**config.mk**
```make
export PLATFORM = sky130hd
export DESIGN_NAME = uart_rx_deframer
export DESIGN_NICKNAME = d
export VERILOG_FILES = /design/src/rtl/uart_pkg.sv /design/src/rtl/uart_rx_shifter.sv /design/src/rtl/uart_rx_deframer.sv
export SDC_FILE = /design/constraint.sdc
export NUM_CORES = 1
export LEC_CHECK = 0
export CORE_ASPECT_RATIO = 0.5
export CORE_MARGIN = 10
export CORE_UTILIZATION = 55
export CTS_CLUSTER_DIAMETER = 80
export DETAILED_ROUTE_END_ITERATION = 6
export PLACE_DENSITY = 0.82
export SYNTH_ARGS = -nofsm -noshare
export SYNTH_HDL_FRONTEND = slang
export SYNTH_SLANG_ARGS = --single-unit
```
**constraint.sdc**
```tcl
create_clock -name clk -period 2.2 [get_ports clk]
set_input_delay 0.33 -clock clk [delete_from_list [all_inputs] [get_ports clk]]
set_output_delay 0.33 -clock clk [all_outputs]
set_load 0.1 [all_outputs]
```
**src/rtl/uart_pkg.sv**
```systemverilog
// Shared UART receive definitions: parity modes, deframer states and
// configuration checks used by the receive path.
package uart_pkg;

    localparam int PAR_NONE = 0;
    localparam int PAR_ODD  = 1;
    localparam int PAR_EVEN = 2;

    typedef enum logic [2:0] {
        ST_IDLE  = 3'd0,
        ST_START = 3'd1,
        ST_DATA  = 3'd2,
        ST_PAR   = 3'd3,
        ST_STOP  = 3'd4
    } rx_state_e;

    function automatic bit data_bits_legal(input int n);
        return (n >= 5) && (n <= 9);
    endfunction

endpackage

```
**src/rtl/uart_rx_shifter.sv**
```systemverilog
// Right shift register for serial capture: new bits enter at the MSB so the
// first bit received ends up in bit 0 once WIDTH bits have been shifted in.
module uart_rx_shifter #(
    parameter int WIDTH = 8
) (
    input  logic             clk,
    input  logic             rst,
    input  logic             en,
    input  logic             serial_in,
    output logic [WIDTH-1:0] q
);

    logic [WIDTH-1:0] q_q;
    logic [WIDTH-1:0] q_d;

    always_comb begin
        q_d = q_q;
        if (en) begin
            q_d = {serial_in, q_q[WIDTH-1:1]};
        end
    end

    always_ff @(posedge clk) begin
        if (rst) begin
            q_q <= '1;
        end else begin
            q_q <= q_d;
        end
    end

    assign q = q_q;

endmodule

```
**src/rtl/uart_rx_deframer.sv**
```systemverilog
// UART receive deframer: oversampled start detection, LSB-first data capture,
// optional parity and 1-2 stop bit checks, one-entry output register.
module uart_rx_deframer
    import uart_pkg::*;
#(
    parameter int DATA_BITS  = 8,
    parameter int OVERSAMPLE = 16,
    parameter int PARITY     = 0,
    parameter int STOP_BITS  = 1
) (
    input  logic                 clk,
    input  logic                 rst,
    input  logic                 rx,
    input  logic                 sample_tick,
    output logic [DATA_BITS-1:0] data,
    output logic                 valid,
    input  logic                 ready,
    output logic                 parity_err,
    output logic                 frame_err,
    output logic                 overrun,
    output logic                 busy
);

    localparam int TW = $clog2(OVERSAMPLE);
    localparam int BW = $clog2(DATA_BITS);
    localparam logic [TW-1:0] TICK_MID  = TW'(OVERSAMPLE / 2 - 1);
    localparam logic [TW-1:0] TICK_LAST = TW'(OVERSAMPLE - 1);
    localparam logic [BW-1:0] DATA_LAST = BW'(DATA_BITS - 1);
    localparam logic [BW-1:0] STOP_LAST = BW'(STOP_BITS - 1);

    localparam logic [2:0] S_IDLE  = ST_IDLE;
    localparam logic [2:0] S_START = ST_START;
    localparam logic [2:0] S_DATA  = ST_DATA;
    localparam logic [2:0] S_PAR   = ST_PAR;
    localparam logic [2:0] S_STOP  = ST_STOP;

    if (!data_bits_legal(DATA_BITS)) begin : g_bad_data_bits
        $error("uart_rx_deframer: DATA_BITS must be in 5..9");
    end

    logic [2:0]           state_q, state_d;
    logic [TW-1:0]        tick_q, tick_d;
    logic [BW-1:0]        bit_q, bit_d;
    logic                 par_acc_q, par_acc_d;
    logic                 stop_acc_q, stop_acc_d;
    logic [DATA_BITS-1:0] data_q, data_d;
    logic                 valid_q, valid_d;
    logic                 perr_q, perr_d;
    logic                 ferr_q, ferr_d;
    logic                 ovr_q, ovr_d;

    logic                 shift_en;
    logic [DATA_BITS-1:0] shift_data;
    logic                 done;
    logic                 done_ferr;
    rx_state_e            state_view;

    uart_rx_shifter #(.WIDTH(DATA_BITS)) u_shifter (
        .clk       (clk),
        .rst       (rst),
        .en        (shift_en),
        .serial_in (rx),
        .q         (shift_data)
    );

    // Frame sequencing; everything here advances only on sample ticks.
    always_comb begin
        state_d    = state_q;
        tick_d     = tick_q;
        bit_d      = bit_q;
        par_acc_d  = par_acc_q;
        stop_acc_d = stop_acc_q;
        shift_en   = 1'b0;
        done       = 1'b0;
        done_ferr  = 1'b0;
        if (sample_tick) begin
            tick_d = tick_q + 1'b1;
            case (state_q)
                S_IDLE: begin
                    tick_d = '0;
                    if (!rx) begin
                        state_d = S_START;
                    end
                end
                S_START: begin
                    if (tick_q == TICK_MID) begin
                        tick_d    = '0;
                        bit_d     = '0;
                        par_acc_d = 1'b0;
                        state_d   = rx ? S_IDLE : S_DATA;
                    end
                end
                S_DATA: begin
                    if (tick_q == TICK_LAST) begin
                        tick_d   = '0;
                        shift_en = 1'b1;
                        if (bit_q == DATA_LAST) begin
                            bit_d      = '0;
                            stop_acc_d = 1'b0;
                            state_d    = (PARITY != PAR_NONE) ? S_PAR : S_STOP;
                        end else begin
                            bit_d = bit_q + 1'b1;
                        end
                    end
                end
                S_PAR: begin
                    if (tick_q == TICK_LAST) begin
                        tick_d    = '0;
                        state_d   = S_STOP;
                        par_acc_d = (PARITY == PAR_ODD) ? ~(^shift_data ^ rx)
                                                        : (^shift_data ^ rx);
                    end
                end
                S_STOP: begin
                    if (tick_q == TICK_LAST) begin
                        tick_d = '0;
                        if (bit_q == STOP_LAST) begin
                            // Finishing mid-stop-bit leaves half a bit to catch the next start edge.
                            bit_d     = '0;
                            state_d   = S_IDLE;
                            done      = 1'b1;
                            done_ferr = stop_acc_q | ~rx;
                        end else begin
                            bit_d      = bit_q + 1'b1;
                            stop_acc_d = stop_acc_q | ~rx;
                        end
                    end
                end
                default: begin
                    state_d = S_IDLE;
                    tick_d  = '0;
                end
            endcase
        end
    end

    // valid/ready: a character transfers on any cycle with valid && ready;
    // data and flags hold steady while valid is high and ready is low.
    always_comb begin
        data_d  = data_q;
        valid_d = valid_q;
        perr_d  = perr_q;
        ferr_d  = ferr_q;
        ovr_d   = 1'b0;
        if (valid_q && ready) begin
            valid_d = 1'b0;
        end
        if (done) begin
            if (!valid_q || ready) begin
                data_d  = shift_data;
                perr_d  = par_acc_q;
                ferr_d  = done_ferr;
                valid_d = 1'b1;
            end else begin
                ovr_d = 1'b1;
            end
        end
    end

    always_ff @(posedge clk) begin
        if (rst) begin
            state_q    <= S_IDLE;
            tick_q     <= '0;
            bit_q      <= '0;
            par_acc_q  <= 1'b0;
            stop_acc_q <= 1'b0;
            data_q     <= '0;
            valid_q    <= 1'b0;
            perr_q     <= 1'b0;
            ferr_q     <= 1'b0;
            ovr_q      <= 1'b0;
        end else begin
            state_q    <= state_d;
            tick_q     <= tick_d;
            bit_q      <= bit_d;
            par_acc_q  <= par_acc_d;
            stop_acc_q <= stop_acc_d;
            data_q     <= data_d;
            valid_q    <= valid_d;
            perr_q     <= perr_d;
            ferr_q     <= ferr_d;
            ovr_q      <= ovr_d;
        end
    end

    assign state_view = rx_state_e'(state_q);
    assign busy       = (state_view != ST_IDLE);
    assign data       = data_q;
    assign valid      = valid_q;
    assign parity_err = perr_q;
    assign frame_err  = ferr_q;
    assign overrun    = ovr_q;

endmodule

```
==> impl_metrics.tcl, run 1 <==
set metrics [dict create \
    synthCells 171 \
    cp-end-kind "output port" \
    final.min_clock_period_ns 1.86 \
    final-seq-area_um2 641 \
    place_congestion 0.845 \
    critical_path_class "reg2out" \
    drcViolationCount 0 \
    path_buf_inv 1 \
    synthArstFlopShare_pct 0 \
    synth_top_area_cell "dfxtp_1" \
    postSynthAreaPerCell_um2 9.37 \
    worstSetupStartpointType "register" \
    synthTopCellsByCount "dfxtp_1 (32), mux2i_1 (17), a21oi_1 (14), nand2_1 (10), nor2_1 (10)" \
    first_pass_iters 4 \
    path_cells "or3_2 > buf_4" \
    grt_setup_unrepaired "false" \
    synth-compound-area-share_pct 12.7 \
    synth_warnings 0 \
    timing.hold.ws_ns 0.477 \
    viasPerCell 5.51 \
    wire_per_inst_um 14.0 \
    hold_depth 2 \
    tightestPinTransition_ns 0.510 \
    worstPathMaxFanout 11 \
    fmax_mhz 537 \
    layout-drive-gt1-share_pct 18.8 \
    antenna_found_initial 0 \
    synth.most_common_cell "dfxtp_1" \
    cts.sinks 32 \
    cp.arrival_ns 1.53 \
    synth_mux_area_share_pct 10.6 \
    cellPowerDensity_mw_per_mm2 658 \
    clk_pin_slew_ns 0.07 \
    rr_worst_depth 7 \
    max_slew_margin_pct 66.0 \
    yosysSeqAreaShare_pct 40.0 \
    fin_nets 199 \
    cp_top_family "simple AND/OR/NAND/NOR gates" \
    irDropWorstVdd_v 0.000434 \
    instances_no_fill 228 \
    drv_slew 0 \
    r2r_start "tick_q[0]$_SDFFE_PP0P_" \
    hold_end "frame_err$_SDFFE_PP0P_" \
    critPathSlowestCell "or3_2" \
    rrSetupSlack_ns 0.37 \
    setup_tns_ns 0 \
    grt_pass1_wl_um 5580 \
    synth_xor_area_share_pct 7.03 \
    postCtsSetupBuffers 0 \
    yosys.area_share.adder_pct 3.13 \
    worstPathRequired_ns 1.87 \
    drt_iter0_markers 64 \
    cts.repair.resized 0 \
    ctsHoldBuffers 0 \
    grt_use_total_pct 12.3 \
    synth_ff_type "dfxtp_1" \
    cts_tree "built" \
    vias 1256 \
    synth_top_area_share_pct 40.0 \
    netlist_area_mm2 0.00160 \
    clock_skew_ns 0.00664 \
    dp_slack_ns 0.259 \
    fill_cells 200 \
    ios 18 \
    cts-buffers-inserted 5 \
    initial_core_util_pct 59.7 \
    portBuffers 17 \
    grt_max_degree 24 \
    synth_area_leaders "dfxtp_1 (40%), mux2i_1 (11%), xnor2_1 (4.9%), a21oi_1 (4.4%), nand2b_1 (3.5%)" \
    cpPeakStageDelay_ns 0.53 \
    clock_path_buffers 2 \
    dpl-instance-area_mm2 0.00178 \
    synth_top_family_by_area "simple AND/OR/NAND/NOR gates" \
    antennaDiodeCount 0 \
    p_leak_uw 0.000666 \
    place_inst 220 \
    synth-seq-cells 32 \
    worstHoldPathType "reg2reg" \
    routed_wl_um 3190 \
    clock_latency_ns 0.28 \
    overflow 0 \
    hp-start "frame_err$_SDFFE_PP0P_" \
    root_buffer "clkbuf_8" \
    multi_input_area_um2 878 \
    status "complete, no violations" \
    synthSimpleGateAreaFrac_pct 21.4 \
    drv_cap 0 \
    final_area_mm2 0.00189 \
    ys_types 45 \
    dp_hpwl_um 2290 \
    hold_violations 0 \
    die_x_um 96.3 \
    fin_crit_sh_pct 84.6 \
    timing.rr.end "data[0]$_SDFFE_PP0P_" \
    syn2layout_area_growth_pct 17.9 \
    rows 13 \
    setup_violations 0 \
    synth-edff-count 0 \
    first_global_vias 1216 \
    worst_slack_ns 0.339 \
    synth.net_count 180 \
    core_mm2 0.00268 \
    dieArea_mm2 0.00560 \
    h-tree-depth 2 \
    fp.dieH_um 58.2 \
    drtAntennaViolNets 0 \
]
## registers in the layout (all words and copies together) (netlist names), 3 cells and up
name,flops
data,8
u_shifter.q,8
tick_q,4
bit_q,3
state_q,3
## through the flow
step / utilization, % / total power [µW]
floorplan: - / 676
global placement: 66.2 / 696
detailed placement: 66.2 / 697
CTS: 70.3 / 1250
global route: 70.3 / 1290
finish: 70.3 / 1240
## worst max-delay path by stage
| stage | cells after the start | from | endpoint | slack, ns |
|---|---|---|---|---|
| finish | 2 | state_q[1]$_SDFFE_PP0P_ | busy | 0.34 |
| global route | 7 | tick_q[0]$_SDFFE_PP0P_ | data[0]$_SDFFE_PP0P_ | 0.24 |
| CTS | 2 | state_q[0]$_SDFFE_PP0P_ | busy | 0.33 |
| detailed placement | 7 | sample_tick | data[0]$_SDFFE_PP0P_ | 0.26 |
| global placement | 7 | sample_tick | data[2]$_SDFFE_PP0P_ | 0.27 |
| floorplan | 5 | valid$_SDFF_PP0_ | data[0]$_SDFFE_PP0P_ | 0.45 |
## layout make-up
class	instances	area share [%]
clock inverter	3	2.25
timing repair buffer	21	10.2
tap	37	2.45
clock buffer	5	3.64
multi-input combinational	125	46.5
inverter	5	0.994
sequential	32	33.9
## worst reg2reg max path, delay by kind of cell (launching register included)
family / cells / cell delay (ns)
mux: 1 / 0.19
flops: 1 / 0.38
buf+inv: 1 / 0.16
simple gates: 4 / 0.72
fa+ha+maj: 1 / 0.27
## logic make-up (layout without fill, tap and decap cells)
group           Yosys count  in the layout
simple gates             59             59
buf+inv                  14             34
flops                    32             32
compound gates           33             33
fa+ha+maj                 4              4
xor+xnor                 12             12
mux                      17             17
## report_power, final
part | switching [µW] | internal (µW)
Combinational | 57.0 | 35.9
Clock | 223 | 335
Sequential | 9.68 | 582
## layout by cell type (no fill, tap or decap), types with 2 or more instances in the layout
cell type,synthesis,routed
nand2_1,10,10
dfxtp_1,32,32
ha_1,4,4
xor2_1,2,2
clkdlybuf4s50_1,0,4
buf_12,0,2
buf_4,2,15
inv_1,4,4
nor2_2,2,2
nor2_1,10,10
nand4_1,3,3
xnor2_1,9,9
o21ai_0,7,7
mux2i_1,17,17
a21oi_1,14,14
nor2b_1,2,2
clkbuf_8,0,5
nand2b_1,9,9
nor3_1,3,3
nand3_1,8,8
## routing by layer
metal / track usage [%] / part of all wire, % / vias to the layer above / wire [µm]
met2: 19.3 / 46 / 22 / 1480
met3: 4.11 / 4.8 / 4 / 154
met4: 4.12 / 0.60 / 0 / 19
met5: 0 / 0 / - / 0
met1: 15.5 / 48 / 595 / 1540
li1: - / - / 635 / -
(Power assumes the default switching activity.)
==> run 2: changes to the inputs <==
--- a/config.mk
+++ b/config.mk
@@ -7,10 +7,10 @@
 export LEC_CHECK = 0
 export CORE_ASPECT_RATIO = 0.5
 export CORE_MARGIN = 10
-export CORE_UTILIZATION = 55
+export CORE_UTILIZATION = 49
 export CTS_CLUSTER_DIAMETER = 80
 export DETAILED_ROUTE_END_ITERATION = 6
-export PLACE_DENSITY = 0.82
+export PLACE_DENSITY = 0.78
 export SYNTH_ARGS = -nofsm -noshare
 export SYNTH_HDL_FRONTEND = slang
 export SYNTH_SLANG_ARGS = --single-unit
==> constraint.sdc (replaced) <==
create_clock -name clk -period 1.6 [get_ports clk]
set_input_delay 0.24 -clock clk [delete_from_list [all_inputs] [get_ports clk]]
set_output_delay 0.24 -clock clk [all_outputs]
set_load 0.1 [all_outputs]
==> impl_metrics.tcl, run 2 (synthesis gave the netlist of run 1 again) <==
set metrics [dict create \
    final_util_pct 75.2 \
    grt_pass1_wl_um 7110 \
    cp.arrival_ns 1.84 \
    critical_path_class "reg2reg" \
    drt_iter0_markers 90 \
    final-seq-area_um2 651 \
    final_area_mm2 0.00230 \
    violations "setup timing" \
    worstHoldPathType "in2reg" \
    worstSetupStartpointType "register" \
    irDropWorstVdd_v 0.000648 \
    first_pass_iters 4 \
    timing.rr.end "tick_q[3]$_SDFFE_PP0P_" \
    place_congestion 0.918 \
    worst_slack_ns -0.0347 \
    layout-drive-gt1-share_pct 34.7 \
    dp_hpwl_um 2920 \
    clk_pin_slew_ns 0.07 \
    grt_max_degree 14 \
    antenna_found_initial 0 \
    core_mm2 0.00307 \
    status "complete, but fails checks" \
    p_int_uw 1340 \
    tightestPinTransition_ns 0.333 \
    fin_nets 224 \
    ctsHoldBuffers 0 \
    cts-buffers-inserted 5 \
    rr_worst_depth 5 \
    drtAntennaViolNets 0 \
    max_slew_margin_pct 77.6 \
    grt_use_total_pct 15.0 \
    viasPerCell 5.79 \
    dieArea_mm2 0.00609 \
    rows 14 \
    ios 18 \
    h-tree-depth 2 \
    clock_path_buffers 2 \
    cts.sinks 32 \
    routed_wl_um 4490 \
    setup_violations 2 \
    instances_no_fill 256 \
    fp.dieH_um 60.4 \
    cpPeakStageDelay_ns 0.41 \
    clock_skew_ns 0.00665 \
    cp-end-kind "register" \
    p_clk_share_pct 44.4 \
    worstPathMaxFanout 8 \
    wire_per_inst_um 17.5 \
    first_global_vias 1403 \
    fin_crit_sh_pct 102 \
    fill_cells 177 \
    worstPathRequired_ns 1.80 \
    p_leak_uw 0.000845 \
    r2r_start "state_q[2]$_SDFFE_PP0P_" \
    cp_top_family "compound AO/OA/AOI/OAI gates" \
    hold_end "tick_q[1]$_SDFFE_PP0P_" \
    portBuffers 17 \
    critPathSlowestCell "dfxtp_1" \
    initial_core_util_pct 52.2 \
    antennaDiodeCount 0 \
    final_cell_mix "dfxtp_1 (26), buf_4 (26), mux2i_1 (17)" \
    drv_cap 0 \
    drcViolationCount 0 \
    grt_setup_unrepaired "true" \
    hp-start "sample_tick" \
    vias 1483 \
    combPwrFrac_pct 10.1 \
    hold_depth 3 \
    cts_tree "built" \
    dpl-instance-area_mm2 0.00208 \
    fmax_mhz 612 \
    rrSetupSlack_ns -0.03 \
    root_buffer "clkbuf_8" \
    path_cells "buf_4 > xnor2_2 > o21a_1 > o21ai_0 > a21oi_1" \
    seq_power_share_pct 45.5 \
    p_sw_uw 436 \
    place_inst 243 \
    power_uw 1780 \
    p_sw_share_pct 24.5 \
    final.min_clock_period_ns 1.63 \
    overflow 0 \
    cellPowerDensity_mw_per_mm2 771 \
    die_x_um 101 \
    hold_violations 0 \
    clock_latency_ns 0.30 \
    multi_input_area_um2 937 \
    setup_tns_ns -0.0666 \
    syn2layout_area_growth_pct 43.9 \
    path_buf_inv 1 \
    drv_slew 0 \
]
==> run 2: cell types whose count changed in the layout (fill, tap and decap cells not counted), moves of 2 or more <==
cell	previous run	this run
ha_4	0	2
buf_6	0	2
buf_4	15	26
dfxtp_2	0	5
ha_1	4	2
buf_12	2	14
dfxtp_1	32	26
==> run 2: timing repair <==
action	CTS	global route
resized for setup	16	6
cloned	0	0
pin swaps	3	10
buffers inserted	2	3
setup endpoints to repair	12	25
hold endpoints to repair	0	0
==> run 2: power groups by stage <==
stage          Sequential (µW)  Clock [µW]  Combinational [µW]
6_report                   810         788                 180
5_1_grt                    810         827                 189
4_1_cts                    809         793                 170
3_5_place_dp               827           0                 166
3_3_place_gp               826           0                 163
2_1_floorplan              823           0                 107
==> run 2: area by class of cell <==
| class | instances | share of cell area [%] |
|---|---|---|
| clock buffer | 6 | 3.15 |
| clock inverter | 2 | 1.52 |
| inverter | 5 | 0.814 |
| multi-input combinational | 125 | 40.7 |
| sequential | 32 | 28.2 |
| tap | 40 | 2.17 |
| timing repair buffer | 46 | 23.5 |
==> run 2: per-layer routing <==
layer  track usage (%)  vias to the layer above  part of all wire, %
met2              24.6                       69                   49
met4              8.80                        0                  3.8
met1              17.1                      711                   40
li1                  -                      681                    -
met5                 0                        -                    0
met3              4.99                       22                  7.0
==> run 2: tightest hold or removal path, delay by kind of cell <==
family                 cells  cell delay [ns]
buffers and inverters      1             0.17
AO/OA/AOI/OAI              1             0.07
AND/OR/NAND/NOR            1             0.10
==> run 2: how the worst max path moves through the flow <==
| stage | cells after the start | endpoint | startpoint | slack, ns |
|---|---|---|---|---|
| 3_5_place_dp | 7 | u_shifter.q[7]$_SDFFE_PP1P_ | sample_tick | -0.29 |
| 4_1_cts | 7 | data[7]$_SDFFE_PP0P_ | tick_q[0]$_SDFFE_PP0P_ | 0.003 |
| 3_3_place_gp | 7 | data[3]$_SDFFE_PP0P_ | sample_tick | -0.24 |
| 5_1_grt | 6 | bit_q[2]$_SDFFE_PP0P_ | state_q[1]$_SDFFE_PP0P_ | -0.09 |
| 2_1_floorplan | 7 | data[0]$_SDFFE_PP0P_ | tick_q[0]$_SDFFE_PP0P_ | 0.02 |
| 6_report | 5 | tick_q[3]$_SDFFE_PP0P_ | state_q[2]$_SDFFE_PP0P_ | -0.03 |
==> run 2: per-stage QoR <==
stage | hold slack, ns | worst slack, ns
final | 0.335 | -0.0347
after global routing | 0.346 | -0.0869
after CTS | 0.498 | 0.00253
after detailed placement | 0.489 | -0.292
after global placement | 0.478 | -0.243
after floorplan | 0.368 | 0.0210
==> run 3: changes to the inputs <==
--- a/config.mk
+++ b/config.mk
@@ -8,7 +8,7 @@
 export CORE_ASPECT_RATIO = 0.5
 export CORE_MARGIN = 10
 export CORE_UTILIZATION = 49
-export CTS_CLUSTER_DIAMETER = 80
+export CTS_CLUSTER_DIAMETER = 30
 export DETAILED_ROUTE_END_ITERATION = 6
 export PLACE_DENSITY = 0.78
 export SYNTH_ARGS = -nofsm -noshare
==> results of run 3 <==
The final DEF is identical to that of run 2; final timing and power are the same.
==> RTL change: new RTL, flow settings as in run 1 <==
`OVERSAMPLE`: 16 -> 32.
--- a/src/rtl/uart_rx_deframer.sv
+++ b/src/rtl/uart_rx_deframer.sv
@@ -4,7 +4,7 @@
     import uart_pkg::*;
 #(
     parameter int DATA_BITS  = 8,
-    parameter int OVERSAMPLE = 16,
+    parameter int OVERSAMPLE = 32,
     parameter int PARITY     = 0,
     parameter int STOP_BITS  = 1
 ) (
Behaviour: not the same (Yosys sat finds a counterexample within 10 cycles, from zero or initial values and one cycle with rst high).
==> RTL change against run 1 <==
- wire length rose by 16%
- die area rose by 1.2%
- design area rose by 7.6%
- setup slack got worse by 180 ps
- area after synthesis rose by 1.6%
- total power rose by 9.2%
- critical endpoint is now data[2]
- sequential cell count rose by 1
- core utilization rose by 4.9 points
- combinational power rose by 53%
- global-route usage rose by 0.63 points
- via count rose by 13%
==> RTL change: results (changes against run 1) <==
| Metric | Value |
|---|---|
| Result of the run | finished, final reports clean |
| Number of antenna violations at the first check in global routing | 0 (unchanged) |
| Launch point of the worst hold path | bit_q[2] |
| Final number of hold-violating endpoints | 0 (unchanged) |
| Proportion of layout cells with a drive suffix above 1 | 0.1898 (+0.001333) |
| Clock input transition at the sequential cells of the worst setup and hold paths | 70 ps (about the same) |
| Worst-Margin Slew | 404.1 ps (-105.5 ps) |
| Total CTS buffers | 5 (unchanged) |
| Seq/Total Area, Yosys | 0.4058 (+0.005842) |
| Crit-path leading delay family | simple AND/OR/NAND/NOR gates |
| Maximum number of pins on one net before global-route repair | 17 (-29%) |
| Starting DRT DRC Count | 101 (+58%) |
| Cell with the biggest individual delay on the critical path | sky130_fd_sc_hd__or4_4 |
| Net count of the finished layout | 225 (+13%) |
| Internal power of the cells | 0.001024 W (+7.4%) |
| Hold worst-path end | bit_q[2] |
| Post-Syn Nets | 195 (+8.3%) |
| Worst stage delay on the critical path | 530 ps (about the same) |
| Global placement routability congestion | 0.8740 (+3.5%) |
| Post-placement cell area | 1906 um2 (+7.3%) |
| Maximum clock skew at final layout | 7.676 ps (+1.040 ps) |
| Sum of net half-perimeters after detailed placement | 2575 um (+13%) |
| Most frequent cells after synthesis | sky130_fd_sc_hd__dfxtp_1 (33), sky130_fd_sc_hd__mux2i_1 (18), sky130_fd_sc_hd__nor2_1 (18), sky130_fd_sc_hd__nand2_1 (16), sky130_fd_sc_hd__a21oi_1 (11) |
| Yosys cell types | 40 (-11%) |
| Non-filler cells in the finished layout | 253 (+11%) |
| Final routed wire length divided by cell count | 14.60 um (+4.3%) |
| Reg2reg end | data[2] |
| Cell types occupying the most area after synthesis | sky130_fd_sc_hd__dfxtp_1 (41%), sky130_fd_sc_hd__mux2i_1 (11%), sky130_fd_sc_hd__nor2_1 (4.2%) |
| Worst Path Max Fanout | 10 (-1) |
| Type of element capturing the critical path | register |
| Asr flop ratio synth | 0 (unchanged) |
| Crit Reg-Reg Startpoint | tick_q[0] |
| Wire length of the first global-routing pass | 6085 um (+9.1%) |
| IO Port Bufs | 17 (unchanged) |
| Clock insertion delay at the later pin of the skew report | 290 ps |
| Number of global-route vias before repair | 1315 (+8.1%) |
| Max VDD drop | 0.4275 mV (-1.4%) |
| Worst hold path class | register to register |
| Antenna cell count | 0 (unchanged) |
| Standby leakage power | 0.8094 nW (+22%) |
| Total routing resource utilization after global routing | 0.1293 (+0.006325) |
| Worst Hold Path Cells | 2 (unchanged) |
| Via density | 5.605 (+1.7%) |
| Total of warnings raised by yosys | 0 (unchanged) |
| Average instance area after synthesis | 8.799 um2 (-6.1%) |
| Reg2reg setup slack | 160 ps (-210 ps) |
| Max Root-Sink Buffers | 2 (unchanged) |
| Place WS | -23.93 ps (-282.4 ps) |
==> RTL change: changes by cell type after synthesis, moves of 3 or more <==
cell                       change
sky130_fd_sc_hd__nor2_1        +8
sky130_fd_sc_hd__nand2_1       +6
sky130_fd_sc_hd__inv_1         +4
sky130_fd_sc_hd__nand3_1       -4
sky130_fd_sc_hd__a21oi_1       -3
sky130_fd_sc_hd__nand2b_1      -3
==> RTL change: worst max path at each step <==
stage,from,to,slack [ps],cells after the start
final,tick_q[0],data[2],160,7
after global routing,tick_q[0],data[6],30,7
after CTS,tick_q[0],stop_acc_q,70,7
after detailed placement,sample_tick,data[2],-20,7
after global placement,sample_tick,frame_err,-10,7
after floorplan,state_q[0],data[7],300,6
==> RTL change: cells by family after synthesis <==
| kind of cell | synth area share |
|---|---|
| flip-flops | 0.4058 |
| XOR/XNOR | 0.04843 |
| adder cells (fa/ha/maj) | 0.03843 |
| AO/OA/AOI/OAI | 0.1299 |
| AND/OR/NAND/NOR | 0.2191 |
| buffers and inverters | 0.04765 |
| multiplexers | 0.1107 |
==> RTL change: tightest hold or removal path, delay by kind of cell, from the launching register on <==
kind,cells,cell delay [ps]
flip-flops,1,330
AO/OA/AOI/OAI,1,50
AND/OR/NAND/NOR,1,60
==> RTL change: layout make-up <==
cell class / instances / area, um2
clock buffer: 6 / 82.58
clock inverter: 2 / 37.54
fill: 199 / 668.1
inverter: 9 / 33.78
multi-input combinational: 134 / 895.9
sequential: 33 / 660.6
tap: 37 / 46.29
timing repair buffer: 32 / 275.3
==> RTL change: power by group through the flow <==
stage / sequential [W] / combinational, W / clock, W
after floorplan: 0.000623 / 0.0000888 / 0
after global placement: 0.000624 / 0.000136 / 0
after detailed placement: 0.000624 / 0.000139 / 0
after CTS: 0.000610 / 0.000140 / 0.000618
after global routing: 0.000611 / 0.000151 / 0.000639
final: 0.000611 / 0.000142 / 0.000605
==> RTL change: what timing repair did <==
item                                    CTS  global route
hold buffers                              0             0
endpoints found under the setup margin    0             1
resized for setup                         0             2
==> RTL change: per-layer routing <==
| layer | up-vias | track usage | share of wire |
|---|---|---|---|
| met4 | 0 | 0.04802 | 0.012 |
| met2 | 42 | 0.2292 | 0.48 |
| met1 | 662 | 0.1417 | 0.45 |
| li1 | 705 | - | - |
| met5 | - | 0 | 0 |
| met3 | 9 | 0.04773 | 0.053 |
==> RTL change: metrics by stage <==
step / hold WS, ps / TNS [ps]
6_report: 492.0 / 0
5_1_grt: 498.7 / 0
4_1_cts: 487.0 / 0
3_5_place_dp: 476.7 / -91.66
3_3_place_gp: 464.1 / -57.79
2_1_floorplan: 444.1 / 0
